<file path="src/rtl/dm_arbiter.sv">
// Two-master round-robin arbiter for the data-memory port with bounded lock,
// a single issue register stage and fixed two-cycle read return.
module dm_arbiter #(
    parameter int MAX_LOCK = 4,
    parameter int TAG_W    = 32
) (
    input  logic             clk,
    input  logic             reset,
    input  logic             m0_req,
    input  logic [3:0]       m0_byteen,
    input  logic [31:0]      m0_addr,
    input  logic [31:0]      m0_wdata,
    input  logic [TAG_W-1:0] m0_tag,
    input  logic             m0_lock,
    output logic             m0_gnt,
    output logic             m0_rvalid,
    output logic [31:0]      m0_rdata,
    input  logic             m1_req,
    input  logic [3:0]       m1_byteen,
    input  logic [31:0]      m1_addr,
    input  logic [31:0]      m1_wdata,
    input  logic [TAG_W-1:0] m1_tag,
    input  logic             m1_lock,
    output logic             m1_gnt,
    output logic             m1_rvalid,
    output logic [31:0]      m1_rdata,
    output logic [31:0]      mem_addr,
    output logic [31:0]      mem_wdata,
    output logic [3:0]       mem_byteen,
    output logic [TAG_W-1:0] mem_tag,
    input  logic [31:0]      mem_rdata
);

    localparam int LC_W = (MAX_LOCK < 1) ? 1 : $clog2(MAX_LOCK + 1);
    localparam logic [LC_W-1:0] LC_MAX = LC_W'(MAX_LOCK);

    typedef enum logic [1:0] {LO_NONE, LO_M0, LO_M1} lock_owner_e;

    logic              lg_q, lg_d;
    lock_owner_e       lo_q, lo_d;
    logic [LC_W-1:0]   lc_q, lc_d;

    logic              iss_vld_q, iss_vld_d;
    logic              iss_sel_q, iss_sel_d;
    logic [31:0]       addr_q, addr_d;
    logic [31:0]       wdata_q, wdata_d;
    logic [3:0]        byteen_q, byteen_d;
    logic [TAG_W-1:0]  tag_q, tag_d;

    logic              m0_rvalid_q, m0_rvalid_d;
    logic              m1_rvalid_q, m1_rvalid_d;
    logic [31:0]       m0_rdata_q, m0_rdata_d;
    logic [31:0]       m1_rdata_q, m1_rdata_d;

    logic              gnt0, gnt1, xfer;
    logic              sel_lock, other_req, rd_fire;
    lock_owner_e       sel_lo;
    logic [3:0]        sel_byteen;
    logic [31:0]       sel_addr, sel_wdata;
    logic [TAG_W-1:0]  sel_tag;

    always_comb begin
        gnt0 = 1'b0;
        gnt1 = 1'b0;
        if (reset) begin
            if (lo_q == LO_M0 && m0_req && (!m1_req || lc_q < LC_MAX)) begin
                gnt0 = 1'b1;
            end else if (lo_q == LO_M1 && m1_req && (!m0_req || lc_q < LC_MAX)) begin
                gnt1 = 1'b1;
            end else if (m0_req && !m1_req) begin
                gnt0 = 1'b1;
            end else if (m1_req && !m0_req) begin
                gnt1 = 1'b1;
            end else if (m0_req && m1_req) begin
                gnt0 = lg_q;
                gnt1 = !lg_q;
            end
        end
    end

    assign xfer       = gnt0 | gnt1;
    assign sel_byteen = gnt1 ? m1_byteen : m0_byteen;
    assign sel_addr   = gnt1 ? m1_addr   : m0_addr;
    assign sel_wdata  = gnt1 ? m1_wdata  : m0_wdata;
    assign sel_tag    = gnt1 ? m1_tag    : m0_tag;
    assign sel_lock   = gnt1 ? m1_lock   : m0_lock;
    assign other_req  = gnt1 ? m0_req    : m1_req;
    assign sel_lo     = gnt1 ? LO_M1     : LO_M0;
    assign rd_fire    = iss_vld_q && (byteen_q == 4'b0000);

    always_comb begin
        lg_d        = lg_q;
        lo_d        = lo_q;
        lc_d        = lc_q;
        iss_vld_d   = xfer;
        iss_sel_d   = iss_sel_q;
        addr_d      = addr_q;
        wdata_d     = wdata_q;
        byteen_d    = '0;
        tag_d       = tag_q;
        m0_rvalid_d = rd_fire && !iss_sel_q;
        m1_rvalid_d = rd_fire && iss_sel_q;
        m0_rdata_d  = m0_rvalid_d ? mem_rdata : m0_rdata_q;
        m1_rdata_d  = m1_rvalid_d ? mem_rdata : m1_rdata_q;
        if (xfer) begin
            lg_d      = gnt1;
            iss_sel_d = gnt1;
            addr_d    = {sel_addr[31:2], 2'b00};
            wdata_d   = sel_wdata;
            byteen_d  = sel_byteen;
            tag_d     = sel_tag;
            if (!sel_lock) begin
                lo_d = LO_NONE;
                lc_d = '0;
            end else if (lo_q != sel_lo) begin
                lo_d = sel_lo;
                lc_d = '0;
            end else if (other_req) begin
                // Reaching the limit drops ownership at once; lg already
                // points at the owner, so the waiting master wins next.
                if ((lc_q + LC_W'(1)) >= LC_MAX) begin
                    lo_d = LO_NONE;
                    lc_d = '0;
                end else begin
                    lc_d = lc_q + LC_W'(1);
                end
            end
        end
    end

    always_ff @(posedge clk) begin
        if (!reset) begin
            lg_q        <= 1'b1;
            lo_q        <= LO_NONE;
            lc_q        <= '0;
            iss_vld_q   <= 1'b0;
            iss_sel_q   <= 1'b0;
            addr_q      <= '0;
            wdata_q     <= '0;
            byteen_q    <= '0;
            tag_q       <= '0;
            m0_rvalid_q <= 1'b0;
            m1_rvalid_q <= 1'b0;
            m0_rdata_q  <= '0;
            m1_rdata_q  <= '0;
        end else begin
            lg_q        <= lg_d;
            lo_q        <= lo_d;
            lc_q        <= lc_d;
            iss_vld_q   <= iss_vld_d;
            iss_sel_q   <= iss_sel_d;
            addr_q      <= addr_d;
            wdata_q     <= wdata_d;
            byteen_q    <= byteen_d;
            tag_q       <= tag_d;
            m0_rvalid_q <= m0_rvalid_d;
            m1_rvalid_q <= m1_rvalid_d;
            m0_rdata_q  <= m0_rdata_d;
            m1_rdata_q  <= m1_rdata_d;
        end
    end

    assign m0_gnt     = gnt0;
    assign m1_gnt     = gnt1;
    assign m0_rvalid  = m0_rvalid_q;
    assign m1_rvalid  = m1_rvalid_q;
    assign m0_rdata   = m0_rdata_q;
    assign m1_rdata   = m1_rdata_q;
    assign mem_addr   = addr_q;
    assign mem_wdata  = wdata_q;
    // Gated by reset so a write sitting in the issue stage cannot commit on the reset edge.
    assign mem_byteen = reset ? byteen_q : '0;
    assign mem_tag    = tag_q;

endmodule

</file>
<file path="config.mk">
export PLATFORM = sky130hd
export DESIGN_NAME = dm_arbiter
export DESIGN_NICKNAME = d
export VERILOG_FILES = /design/src/rtl/dm_arbiter.sv
export SDC_FILE = /design/constraint.sdc
export NUM_CORES = 1
export LEC_CHECK = 0
export CAP_MARGIN = 20
export CORE_AREA = 4 4 157 159
export DETAILED_ROUTE_END_ITERATION = 12
export DIE_AREA = 0 0 161 163
export PLACE_DENSITY = 0.66
export SETUP_SLACK_MARGIN = 0.05
export SLEW_MARGIN = 10
export SYNTH_ARGS = -nofsm -noshare
export SYNTH_HDL_FRONTEND = slang
export SYNTH_SLANG_ARGS = --single-unit
</file>
<file path="constraint.sdc">
create_clock -name clk -period 5.2 [get_ports clk]
set_clock_uncertainty 0.05 [all_clocks]
set_input_delay 1.04 -clock clk [delete_from_list [all_inputs] [get_ports clk]]
set_output_delay 1.04 -clock clk [all_outputs]
set_load 0.005 [all_outputs]
</file>
* Word-level counts from Yosys, hierarchy flattened
Index checks and enable logic that the tools add are counted.
** Storage, ports and cells
- Output and inout port bits :: 168
- Input port bits :: 238
- Flip-flop bits (word level) :: 172
- Logic and storage cells :: 70
** Operators by class
- Eq/ne operators :: 5
- Reductions and logical operators :: 20
- Order comparisons :: 2
- Add/subtract/negate cells :: 1
- Mux-type cells :: 28
- Bitwise gates (word level) :: 1
** Operator list (number)
- $mux W32 :: 3
- $mux W1 :: 14
- $mux W3 :: 4
- $logic_and A1 B1 Y1 :: 10
- $mux W2 :: 5
- $mux W4 :: 2
- $ne A3 B1 Y1 const B :: 2
- $logic_not A1 Y1 :: 4
- $logic_not A4 Y1 :: 1
- $reduce_and A2 Y1 :: 2
- $add A3 B1 Y3 const B :: 1
- $ge A3 B3 Y1 const B :: 1
- $lt A3 B3 Y1 const B :: 1
- $reduce_and A3 Y1 :: 1
- $eq A2 B1 Y1 const B :: 1
- $eq A2 B2 Y1 const B :: 1
- $logic_or A1 B1 Y1 :: 2
- $ne A2 B2 Y1 :: 1
- $or A1 B1 Y1 :: 1

* Logic depth before layout (Yosys ltp)
Gate-level depths: netlist of the first run.
- Word-level depth :: 11
- Depth in mapped cells :: 10
- Depth with buffers taken out :: 6

* Worst setup path after synthesis of the first run
Ideal clock, no wire load.
- Kind :: input to output
- Start point :: in reset
- End point :: out m0_gnt
- Path buffers :: 3
- Arrival :: 1.897 ns
- Stages :: 5
- Setup slack :: 2.213 ns
- Required time :: 4.110 ns
- Cell sequence :: buf_2 > clkbuf_1 > inv_2 > clkbuf_1 > nor2_1
** On the way
- Longest elaborated chain between the ends :: 1
** Ends and longest elaborated chain
- start, declared :: RTL line 8 : input logic reset,
- $mux W1 :: RTL line 65 : if (reset) begin
- end, declared :: RTL line 15 : output logic m0_gnt,
Every way passes these cells.

* Worst setup path after layout of the first run
- Start point :: in m1_req
- End point :: out m1_gnt
** On the way
- Longest elaborated chain between the ends :: 7
- Elaborated cells between the ends (all ways) :: 14
- Those cells by class :: mux: 6; reduce/logical: 8
** Ends and longest elaborated chain
- start, declared :: RTL line 18 : input logic m1_req,
- $logic_and A1 B1 Y1 :: RTL line 74 : end else if (m0_req && m1_req) begin
- $mux W1 :: RTL line 74
- $mux W1 :: RTL line 72 : end else if (m1_req && !m0_req) begin
- $mux W1 :: RTL line 70 : end else if (m0_req && !m1_req) begin
- $mux W1 :: RTL line 68 : end else if (lo_q == LO_M1 && m1_req && (!m0_req || lc_q < LC_MAX)) begin
- $mux W1 * :: RTL line 66 : if (lo_q == LO_M0 && m0_req && (!m1_req || lc_q < LC_MAX)) begin
- $mux W1 * :: RTL line 65
- end, declared :: RTL line 24 : output logic m1_gnt,
Every way passes the cells marked *; elsewhere a longest branch is shown, timed or not.

==> metrics.csv, run 1 <==
stage,metric,value,unit
yosys,ys_dominant_reg_cell,dfxtp_1,
setup_path,critPathMaxStageDelay,0.78,ns
placed_design,standard_cell_area_after_detailed_placement,11100,um^2
clock_network,clock_sinks,172,
global_route,grt_pass1_vias,7365,
yosys,async_reset_ff_share,0,%
clock_network,clockBufferDepth,2,
yosys,yosysSeqAreaShare,49.4,%
yosys,syn_inst,896,
yosys,synth_area_leader_cell,dfxtp_1,
global_route,antenna_found_initial,1,
sta,post-route-min-period,4.11,ns
setup_path,worst-path-buf-inv,3,
clock_network,cts_htree_levels,4,
clock_network,numCtsBuffers,17,
detailed_routing,routed_wirelength,27.1,mm
yosys,yosys_warnings,0,
detailed_routing,total_number_of_vias,7489,
worst_hold_path,origin_of_the_worst_min_delay_path,m1_rdata[17],
yosys,ys_ff_latch,172,
yosys,cell_with_the_most_instances_after_synthesis,dfxtp_1,
finish,finalInstanceArea,11600,um^2
clock_network,cts.repair.resized,0,
clock_network,worst_skew_pair.late_latency,0.41,ns
finish,layout_fillers,2247,
setup_path,critical_path.max_fanout,24,
yosys,share_of_the_synthesized_area_in_the_top_cell_type,49.4,%
detailed_routing,met2_length,13.6,mm
setup_path,crit_reg_reg_startpoint,lc_q[2],
floorplan,floorplan.initialDensity,30.0,%
finish,final_core_util,50.0,%
flow_run,max_cap_viol_count,0,
power_and_ir_drop,ir_worst_vdd,176,uV
setup_path,worstReg2RegEnd,mem_tag[29],
worst_hold_path,min_path_cells,2,
detailed_routing,met1_length,10.4,mm
yosys,number_of_enable_flip_flop_cells_after_synthesis,0,
placed_design,number_of_cells_after_detailed_placement,1545,
detailed_routing,met3_wire_length,2.59,mm
finish,antennaDiodeCount,0,
finish,post_layout_net_count,1484,
finish,final_cell_count_no_fill,1577,
setup_path,critical_path.top_delay_family,buffers and inverters,
setup_path,cp.required,4.11,ns
clock_network,clock_slew_at_the_register_clock_pins_of_the_worst_setup_and_hold_paths,0.07,ns
clock_network,tritoncts,yes,
sta,finalCritPeriodShare,79.0,%
setup_path,regToRegSetupSlack,2.28,ns
sta,report.final.hold_viol_count,0,
yosys,synth_common_cells,"dfxtp_1, nor3_1, nand2_1",
detailed_routing,dr.pass1.iters,4,
yosys,post_synth_main_area_contributors,"dfxtp_1, nor3_1, nand2_1, o21ai_0, nor2_1",
sta,highest_attainable_clock_frequency,0.243,GHz
sta,slew_headroom,30.3,%
sta,report.final.setup_viol,0,
floorplan,io-pin-count,406,
yosys,synth.distinct_cells,42,
setup_path,crit_path_frequent_cell,clkdlybuf4s50_1,
floorplan,core.rowCount,56,
setup_path,start_kind,input pin,
floorplan,floorplan.die.width,161,um
clock_network,cts_hold_buffers,0,
power_and_ir_drop,power.leakage,4.26,nW
power_and_ir_drop,power_density,285,nW/um^2
worst_hold_path,hold_path_class,flip-flop to flip-flop,
setup_path,critical-path-slowest-cell,clkdlybuf4s50_1,
detailed_routing,drt_drc_violations_left,0,
sta,maxSlewViolCount,0,
finish,drive_gt1_share,5.64,%
status,run_status,"finished, final reports clean",
setup_path,critical_path_cell_by_cell,clkdlybuf4s50_1 > nand3_4 > inv_8 > clkdlybuf4s50_1,
placed_design,hpwlAfterDp,19.2,mm
setup_path,timing.setup.critical_path_class,input pin to output pin,
placed_design,io_buffers,399,
power_and_ir_drop,power,3.32,mW
detailed_routing,final_antenna_net_count,0,
global_route,grt_first_pass_wirelength,41.1,mm
clock_network,post_cts.repair.setup_buffers,0,
clock_network,ctsRootBufferMaster,clkbuf_16,
sta,timing.setup.tns,0,ns
sta,rsz0062_at_grt,no,
yosys,synthesis.area_per_instance,7.78,um^2
floorplan,die-area,26200,um^2
global_route,track_usage,19.8,%
detailed_routing,route.detailed.wl_per_inst,17.2,um
global_route,grt_start_max_net_pins,88,
setup_path,ff2ff_path_depth,7,
detailed_routing,top_layer,met4,
sta,worst_slew_pin_slew,1.05,ns
global_route,globalRoute.totalOverflow,0,
placed_design,gp_congestion,0.803,
floorplan,floorplan.die.height,163,um
setup_path,worstPathArrival,3.02,ns
yosys,post_synth_instance_area,6970,um^2
detailed_routing,avgViaCountPerCell,4.75,
worst_hold_path,worstHoldEndpoint,m1_rdata[17],
finish,area_delta_synth_final,66.9,%
floorplan,core_outline_area,23300,um^2
detailed_routing,first_iter_violations,411,
setup_path,timing.critical_path.to_type,output pin,
==> tightest hold or removal path, stage by stage, from the launching register on <==
cell     delay, ns
dfxtp_1       0.31
nand2_1       0.05
a21oi_1       0.05
==> how the worst max path moves through the flow <==
stage | startpoint | endpoint | slack (ns) | cells after the start
detailed placement | m1_req | m1_gnt | 1.04 | 4
global route | m1_req | m1_gnt | 0.92 | 4
finish | m1_req | m1_gnt | 1.09 | 4
floorplan | reset | m0_gnt | 2.21 | 5
CTS | m1_req | m1_gnt | 1.03 | 4
global placement | m1_req | m1_gnt | 1.08 | 4
==> metal layers <==
metal  vias up  global-route usage (%)
met1      3449                    21.8
met2       281                    35.0
met4         0                    5.58
li1       3729                       -
met5         -                       0
met3        30                    8.43
==> logic make-up after synthesis <==
| kind of cell | synth area share (%) |
|---|---|
| flip-flops | 49.4 |
| other | 0.0538 |
| XOR/XNOR | 0.126 |
| multiplexers | 0.287 |
| AND/OR/NAND/NOR | 30.2 |
| AO/OA/AOI/OAI | 13.4 |
| buffers and inverters | 6.42 |
| adder cells (fa/ha/maj) | 0.179 |
==> final cells by class <==
class | instances | area (um^2) | share of cell area, %
timing repair buffer | 409 | 4060 | 34.9
sequential | 172 | 3440 | 29.6
multi-input combinational | 638 | 3110 | 26.7
clock buffer | 18 | 439 | 3.77
tap | 319 | 399 | 3.43
clock inverter | 14 | 145 | 1.25
inverter | 7 | 33.8 | 0.290
==> placed cells by master, fill, tap and decap left out, types with 2 or more instances in the layout <==
master and count:
and3_1 2, nor2_1 102, clkinv_8 2, o22ai_1 2, conb_1 2, inv_6 3, nand3b_1 2, clkbuf_16 17
inv_1 4, dfxtp_1 172, nand3_1 3, and2_1 4, mux2i_1 2, buf_4 10, nor4_1 2, a21oi_1 69
nand2_1 140, inv_2 2, o21ai_0 97, and3b_1 2, inv_8 6, clkdlybuf4s50_1 398, nor3_2 20, clkinvlp_4 4
nor3_1 170
==> registers in the layout, summed over array words and instances, names as in the netlist <==
| signal | count |
|---|---|
| mem_tag | 32 |
| iss_vld_q | 1 |
| mem_wdata | 32 |
| m0_rvalid | 1 |
| m1_rvalid | 1 |
| lc_q | 3 |
| m0_rdata | 32 |
| iss_sel_q | 1 |
| lo_q | 2 |
| m1_rdata | 32 |
| lg_q | 1 |
| byteen_q | 4 |
| mem_addr | 30 |
==> stage by stage <==
stage	hold WS (ns)	worst slack, ns
after global routing	0.420	0.922
after CTS	0.406	1.03
after detailed placement	0.395	1.04
after global placement	0.391	1.08
after floorplan	0.403	2.21
final	0.404	1.09
==> where the power goes <==
group          switching (mW)  internal [mW]
Clock                   0.615          0.655
Sequential             0.0411           1.40
Combinational           0.257          0.354
(Power assumes the default switching activity.)
==> run 2: changes to the inputs <==
--- a/config.mk
+++ b/config.mk
@@ -6,10 +6,10 @@
 export NUM_CORES = 1
 export LEC_CHECK = 0
 export CAP_MARGIN = 20
-export CORE_AREA = 4 4 157 159
+export CORE_AREA = 4 4 154 156
 export DETAILED_ROUTE_END_ITERATION = 12
-export DIE_AREA = 0 0 161 163
-export PLACE_DENSITY = 0.66
+export DIE_AREA = 0 0 158 160
+export PLACE_DENSITY = 0.68
 export SETUP_SLACK_MARGIN = 0.05
 export SLEW_MARGIN = 10
 export SYNTH_ARGS = -nofsm -noshare
==> constraint.sdc (replaced) <==
create_clock -name clk -period 4.2 [get_ports clk]
set_clock_uncertainty 0.05 [all_clocks]
set_input_delay 0.84 -clock clk [delete_from_list [all_inputs] [get_ports clk]]
set_output_delay 0.84 -clock clk [all_outputs]
set_load 0.005 [all_outputs]
==> metrics.csv, run 2 (synthesis results as in run 1) <==
stage,metric,value,unit
setup_path,worst-path-buf-inv,3,
setup_path,timing.setup.critical_path_class,input pin to output pin,
power_and_ir_drop,switching_share_of_power,27.8,%
global_route,track_usage,19.8,%
global_route,globalRoute.totalOverflow,0,
clock_network,numCtsBuffers,17,
finish,mostFrequentLayoutCell,clkdlybuf4s50_1,
sta,rsz0062_at_grt,no,
finish,multi_input_area,3110,um^2
global_route,grt_first_pass_wirelength,40.0,mm
flow_run,max_cap_viol_count,0,
setup_path,worstPathArrival,2.59,ns
floorplan,core_outline_area,22400,um^2
detailed_routing,first_iter_violations,425,
worst_hold_path,min_path_cells,2,
setup_path,worst_setup_path_startpoint,m1_req,
global_route,grt_pass1_vias,7251,
floorplan,io-pin-count,406,
placed_design,io_buffers,399,
setup_path,critical_path_cell_by_cell,clkdlybuf4s50_1 > nand3_4 > inv_8 > clkdlybuf4s50_1,
sta,post-route-min-period,3.48,ns
detailed_routing,total_number_of_vias,7556,
finish,layout_fillers,2168,
placed_design,hpwlAfterDp,18.8,mm
finish,mostFrequentLayoutCells,"clkdlybuf4s50_1, dfxtp_1, nor3_1, nand2_1, nor2_1",
finish,area.sequential,3440,um^2
setup_path,critical-path-slowest-cell,clkdlybuf4s50_1,
sta,report.final.hold_viol_count,0,
clock_network,cts_htree_levels,4,
floorplan,die-area,25300,um^2
detailed_routing,route.detailed.wl_per_inst,17.4,um
sta,timing.setup.tns,0,ns
floorplan,floorplan.die.height,160,um
floorplan,floorplan.initialDensity,31.2,%
power_and_ir_drop,power_density,355,nW/um^2
clock_network,post_cts.repair.setup_buffers,0,
detailed_routing,dr.pass1.iters,6,
power_and_ir_drop,power.leakage,4.29,nW
sta,maxSlewViolCount,0,
setup_path,crit_reg_reg_startpoint,lc_q[2],
detailed_routing,final_antenna_net_count,0,
worst_hold_path,hold_path_class,flip-flop to flip-flop,
power_and_ir_drop,pwr-share-seq,43.2,%
setup_path,critical_path.top_delay_family,buffers and inverters,
finish,drive_gt1_share,5.79,%
global_route,grt_start_max_net_pins,102,
sta,slew_headroom,35.8,%
finish,post_layout_net_count,1486,
power_and_ir_drop,combPwrFrac,18.5,%
setup_path,timing.critical_path.to_type,output pin,
clock_network,clockBufferDepth,2,
clock_network,clock_sinks,172,
global_route,antenna_found_initial,0,
detailed_routing,routed_wirelength,26.8,mm
power_and_ir_drop,ir_worst_vdd,255,uV
placed_design,gp_congestion,0.806,
clock_network,cts_hold_buffers,0,
clock_network,tritoncts,yes,
detailed_routing,avgViaCountPerCell,4.89,
power_and_ir_drop,share_clk_of_total_power,38.3,%
power_and_ir_drop,total_switching_power,1.15,mW
setup_path,critical_path_cell_count,4,
clock_network,worst_skew_pair.late_latency,0.42,ns
setup_path,start_kind,input pin,
setup_path,critical_path.max_fanout,22,
clock_network,cts.repair.resized,0,
sta,highest_attainable_clock_frequency,0.287,GHz
power_and_ir_drop,cell_internal_pwr,2.98,mW
worst_hold_path,origin_of_the_worst_min_delay_path,m0_rdata[0],
finish,area_delta_synth_final,66.8,%
clock_network,ctsRootBufferMaster,clkbuf_16,
floorplan,floorplan.die.width,158,um
sta,finalCritPeriodShare,82.9,%
setup_path,crit_path_frequent_cell,clkdlybuf4s50_1,
sta,report.final.setup_viol,0,
detailed_routing,drt_drc_violations_left,0,
floorplan,core.rowCount,55,
sta,final.hold.worst_slack,0.403,ns
setup_path,critPathMaxStageDelay,0.82,ns
setup_path,cp.required,3.31,ns
finish,antennaDiodeCount,0,
clock_network,clock_slew_at_the_register_clock_pins_of_the_worst_setup_and_hold_paths,0.08,ns
status,run_status,"finished, final reports clean",
sta,worst_slew_pin_slew,0.964,ns
setup_path,ff2ff_path_depth,7,
run 2: cell count changes in the layout (fill, tap and decap cells not counted), sizes merged:
cell / delta
clkbuf: -1
clkinv: +4
clkinvlp: -3
buf: +2
run 2: path summary, 6_finish.rpt:
check                      to  slack (ns)
setup / recovery       m1_gnt        0.72
hold / removal    m0_rdata[0]        0.40
setup reg to reg  mem_addr[6]        1.59
hold reg to reg   m0_rdata[0]        0.40
run 2: layout make-up:
class / instances / share of cell area, %
Sequential cell: 172 / 29.6
Clock buffer: 17 / 3.66
Multi-Input combinational cell: 638 / 26.7
Inverter: 7 / 0.290
Clock inverter: 15 / 1.41
Timing Repair Buffer: 411 / 35.2
Tap cell: 285 / 3.07
run 2: layer usage:
metal	routed length [um]	track usage, %	vias to the layer above
met4	568	5.85	0
li1	-	-	3744
met5	0	0	-
met1	10700	22.7	3498
met2	13200	34.8	287
met3	2310	6.64	27
run 2: worst register-to-register path: stages, from the launching register on:
cell and delay (ns):
dfxtp_1 0.48, and2b_1 0.25, o221ai_2 0.26, nand3_4 0.14
inv_8 0.19, buf_4 0.76, nor3_1 0.20, nor3_1 0.22
run 2: power by group through the flow:
stage	Sequential, mW	Clock, mW	Combinational [mW]
floorplan	1.83	0	0.259
global placement	1.82	0	0.760
detailed placement	1.82	0	0.764
CTS	1.78	1.63	0.768
global route	1.80	1.69	0.822
finish	1.78	1.58	0.762
run 2: metrics by stage:
| stage | utilization (%) | cells | instance area, um^2 | total power [mW] | setup slack, ns |
|---|---|---|---|---|---|
| global placement | 49.3 | 1512 | 11000 | 2.58 | 0.728 |
| detailed placement | 49.3 | 1512 | 11000 | 2.58 | 0.718 |
| floorplan | - | 897 | 6980 | 2.08 | 1.61 |
| global route | 52.0 | 1545 | 11600 | 4.31 | 0.662 |
| CTS | 51.9 | 1544 | 11600 | 4.18 | 0.725 |
| finish | 52.0 | 1545 | 11600 | 4.13 | 0.716 |
==> run 3: changes to the inputs <==
==> constraint.sdc (replaced) <==
create_clock -name clk -period 3.5 [get_ports clk]
set_clock_uncertainty 0.05 [all_clocks]
set_input_delay 0.7 -clock clk [delete_from_list [all_inputs] [get_ports clk]]
set_output_delay 0.7 -clock clk [all_outputs]
set_load 0.005 [all_outputs]
==> metrics.csv, run 3 (synthesis results as in run 1) <==
stage,metric,value,unit
setup_path,worstPathArrival,2.30,ns
floorplan,floorplan.initialDensity,31.2,%
global_route,antenna_found_initial,0,
detailed_routing,dr.pass1.iters,5,
sta,report.final.hold_viol_count,0,
floorplan,core_outline_area,22400,um^2
power_and_ir_drop,total_switching_power,1.37,mW
sta,slew_headroom,37.9,%
clock_network,ctsRootBufferMaster,clkbuf_16,
clock_network,cts_htree_levels,4,
setup_path,crit_reg_reg_startpoint,lc_q[2],
finish,finalInstanceArea,11600,um^2
sta,rsz0062_at_grt,no,
finish,post_layout_net_count,1483,
worst_hold_path,hold_path_class,flip-flop to flip-flop,
setup_path,critical_path_cell_by_cell,clkdlybuf4s50_1 > inv_1 > a21o_1 > nor2_1 > clkdlybuf4s50_1,
placed_design,standard_cell_area_after_detailed_placement,11000,um^2
detailed_routing,total_number_of_vias,7471,
power_and_ir_drop,ir_worst_vdd,263,uV
global_route,grt_start_max_net_pins,102,
detailed_routing,met3_wire_length,2.42,mm
sta,timing.setup.tns,0,ns
sta,report.final.setup_viol,0,
status,run_status,"finished, final reports clean",
floorplan,io-pin-count,406,
worst_hold_path,min_path_cells,2,
flow_run,max_cap_viol_count,0,
detailed_routing,avgViaCountPerCell,4.85,
power_and_ir_drop,power.leakage,4.28,nW
power_and_ir_drop,switching_share_of_power,27.8,%
sta,worst_slew_pin_slew,0.932,ns
setup_path,timing.critical_path.to_type,output pin,
clock_network,cts_hold_buffers,0,
detailed_routing,route.detailed.wl_per_inst,17.1,um
setup_path,regToRegSetupSlack,1.31,ns
global_route,track_usage,19.5,%
sta,highest_attainable_clock_frequency,0.328,GHz
setup_path,timing.setup.critical_path_class,input pin to output pin,
setup_path,worst-path-buf-inv,3,
clock_network,post_cts.repair.setup_buffers,0,
finish,mostFrequentLayoutCell,clkdlybuf4s50_1,
clock_network,numCtsBuffers,17,
power_and_ir_drop,share_clk_of_total_power,38.4,%
finish,area_delta_synth_final,66.8,%
placed_design,hpwlAfterDp,18.2,mm
detailed_routing,met1_length,10.4,mm
clock_network,worst_skew_pair.late_latency,0.42,ns
power_and_ir_drop,cell_internal_pwr,3.58,mW
setup_path,ff2ff_path_depth,7,
detailed_routing,routed_wirelength,26.3,mm
floorplan,floorplan.die.height,160,um
floorplan,die-area,25300,um^2
clock_network,clockBufferDepth,2,
floorplan,core.rowCount,55,
sta,post-route-min-period,3.05,ns
setup_path,start_kind,input pin,
power_and_ir_drop,combPwrFrac,18.4,%
detailed_routing,met2_length,13.0,mm
setup_path,critical_path.top_delay_family,buffers and inverters,
placed_design,gp_congestion,0.823,
setup_path,critPathMaxStageDelay,0.65,ns
clock_network,clock_sinks,172,
worst_hold_path,origin_of_the_worst_min_delay_path,m1_rdata[17],
detailed_routing,first_iter_violations,483,
finish,drive_gt1_share,5.57,%
power_and_ir_drop,pwr-share-seq,43.2,%
detailed_routing,final_antenna_net_count,0,
sta,maxSlewViolCount,0,
setup_path,worstReg2RegEnd,mem_tag[12],
setup_path,cp.required,2.75,ns
finish,mostFrequentLayoutCells,"clkdlybuf4s50_1, dfxtp_1, nor3_1, nand2_1, nor2_1",
finish,layout_fillers,2134,
power_and_ir_drop,power_density,425,nW/um^2
detailed_routing,top_layer,met4,
setup_path,critical_path.max_fanout,7,
clock_network,clock_slew_at_the_register_clock_pins_of_the_worst_setup_and_hold_paths,0.07,ns
sta,finalCritPeriodShare,87.1,%
global_route,grt_first_pass_wirelength,39.4,mm
setup_path,crit_path_frequent_cell,clkdlybuf4s50_1,
global_route,grt_pass1_vias,7087,
worst_hold_path,worstHoldEndpoint,m1_rdata[17],
setup_path,critical_path_cell_count,5,
floorplan,floorplan.die.width,158,um
global_route,globalRoute.totalOverflow,0,
setup_path,critical-path-slowest-cell,clkdlybuf4s50_1,
detailed_routing,drt_drc_violations_left,0,
finish,antennaDiodeCount,0,
clock_network,tritoncts,yes,
clock_network,cts.repair.resized,0,
placed_design,io_buffers,399,
[run 3: worst register-to-register path, stage by stage, from the launching register on]
cell and delay (ns):
dfxtp_1 0.47, and2b_1 0.24, o221ai_2 0.26, nand3_4 0.16, inv_8 0.09, buf_12 0.33
nor3_1 0.33, nor3_1 0.19
[run 3: worst max-delay path by stage]
stage	slack, ns	endpoint	from
2_1_floorplan	1.19	m0_gnt	reset
3_3_place_gp	0.43	m1_gnt	m1_req
3_5_place_dp	0.45	m1_gnt	m1_req
4_1_cts	0.45	m1_gnt	m1_req
5_1_grt	0.39	m1_gnt	m1_req
6_report	0.45	m0_gnt	m0_req
[run 3: power by group through the flow]
stage | clock network [mW] | registers (mW) | logic [mW]
5_1_grt | 2.05 | 2.15 | 0.981
2_1_floorplan | 0 | 2.19 | 0.311
3_3_place_gp | 0 | 2.18 | 0.913
3_5_place_dp | 0 | 2.18 | 0.915
4_1_cts | 1.96 | 2.14 | 0.920
6_report | 1.90 | 2.14 | 0.909
[run 3: layout make-up]
type / instances / area [um^2] / area share [%]
clock buffers: 17 / 425 / 3.66
clock inverters: 15 / 169 / 1.45
inverters: 7 / 33.8 / 0.290
multi-input cells: 638 / 3110 / 26.7
flip-flops and latches: 172 / 3440 / 29.6
well taps: 285 / 357 / 3.07
repair buffers: 408 / 4090 / 35.2
[run 3: routing by layer]
metal  up-vias  track usage (%)
met3        24             6.75
li1       3733                -
met1      3425             23.4
met2       289             33.4
met5         -                0
met4         0             5.08
[run 3: per-stage QoR]
stage          utilization, %  hold WS [ns]  worst slack (ns)  power (mW)  std cells
2_1_floorplan               -         0.403              1.19        2.50        897
3_3_place_gp             49.4         0.391             0.434        3.09       1510
3_5_place_dp             49.4         0.396             0.446        3.10       1510
4_1_cts                  52.0         0.406             0.448        5.02       1542
5_1_grt                  52.0         0.421             0.392        5.19       1542
6_report                 52.0         0.402             0.452        4.95       1542
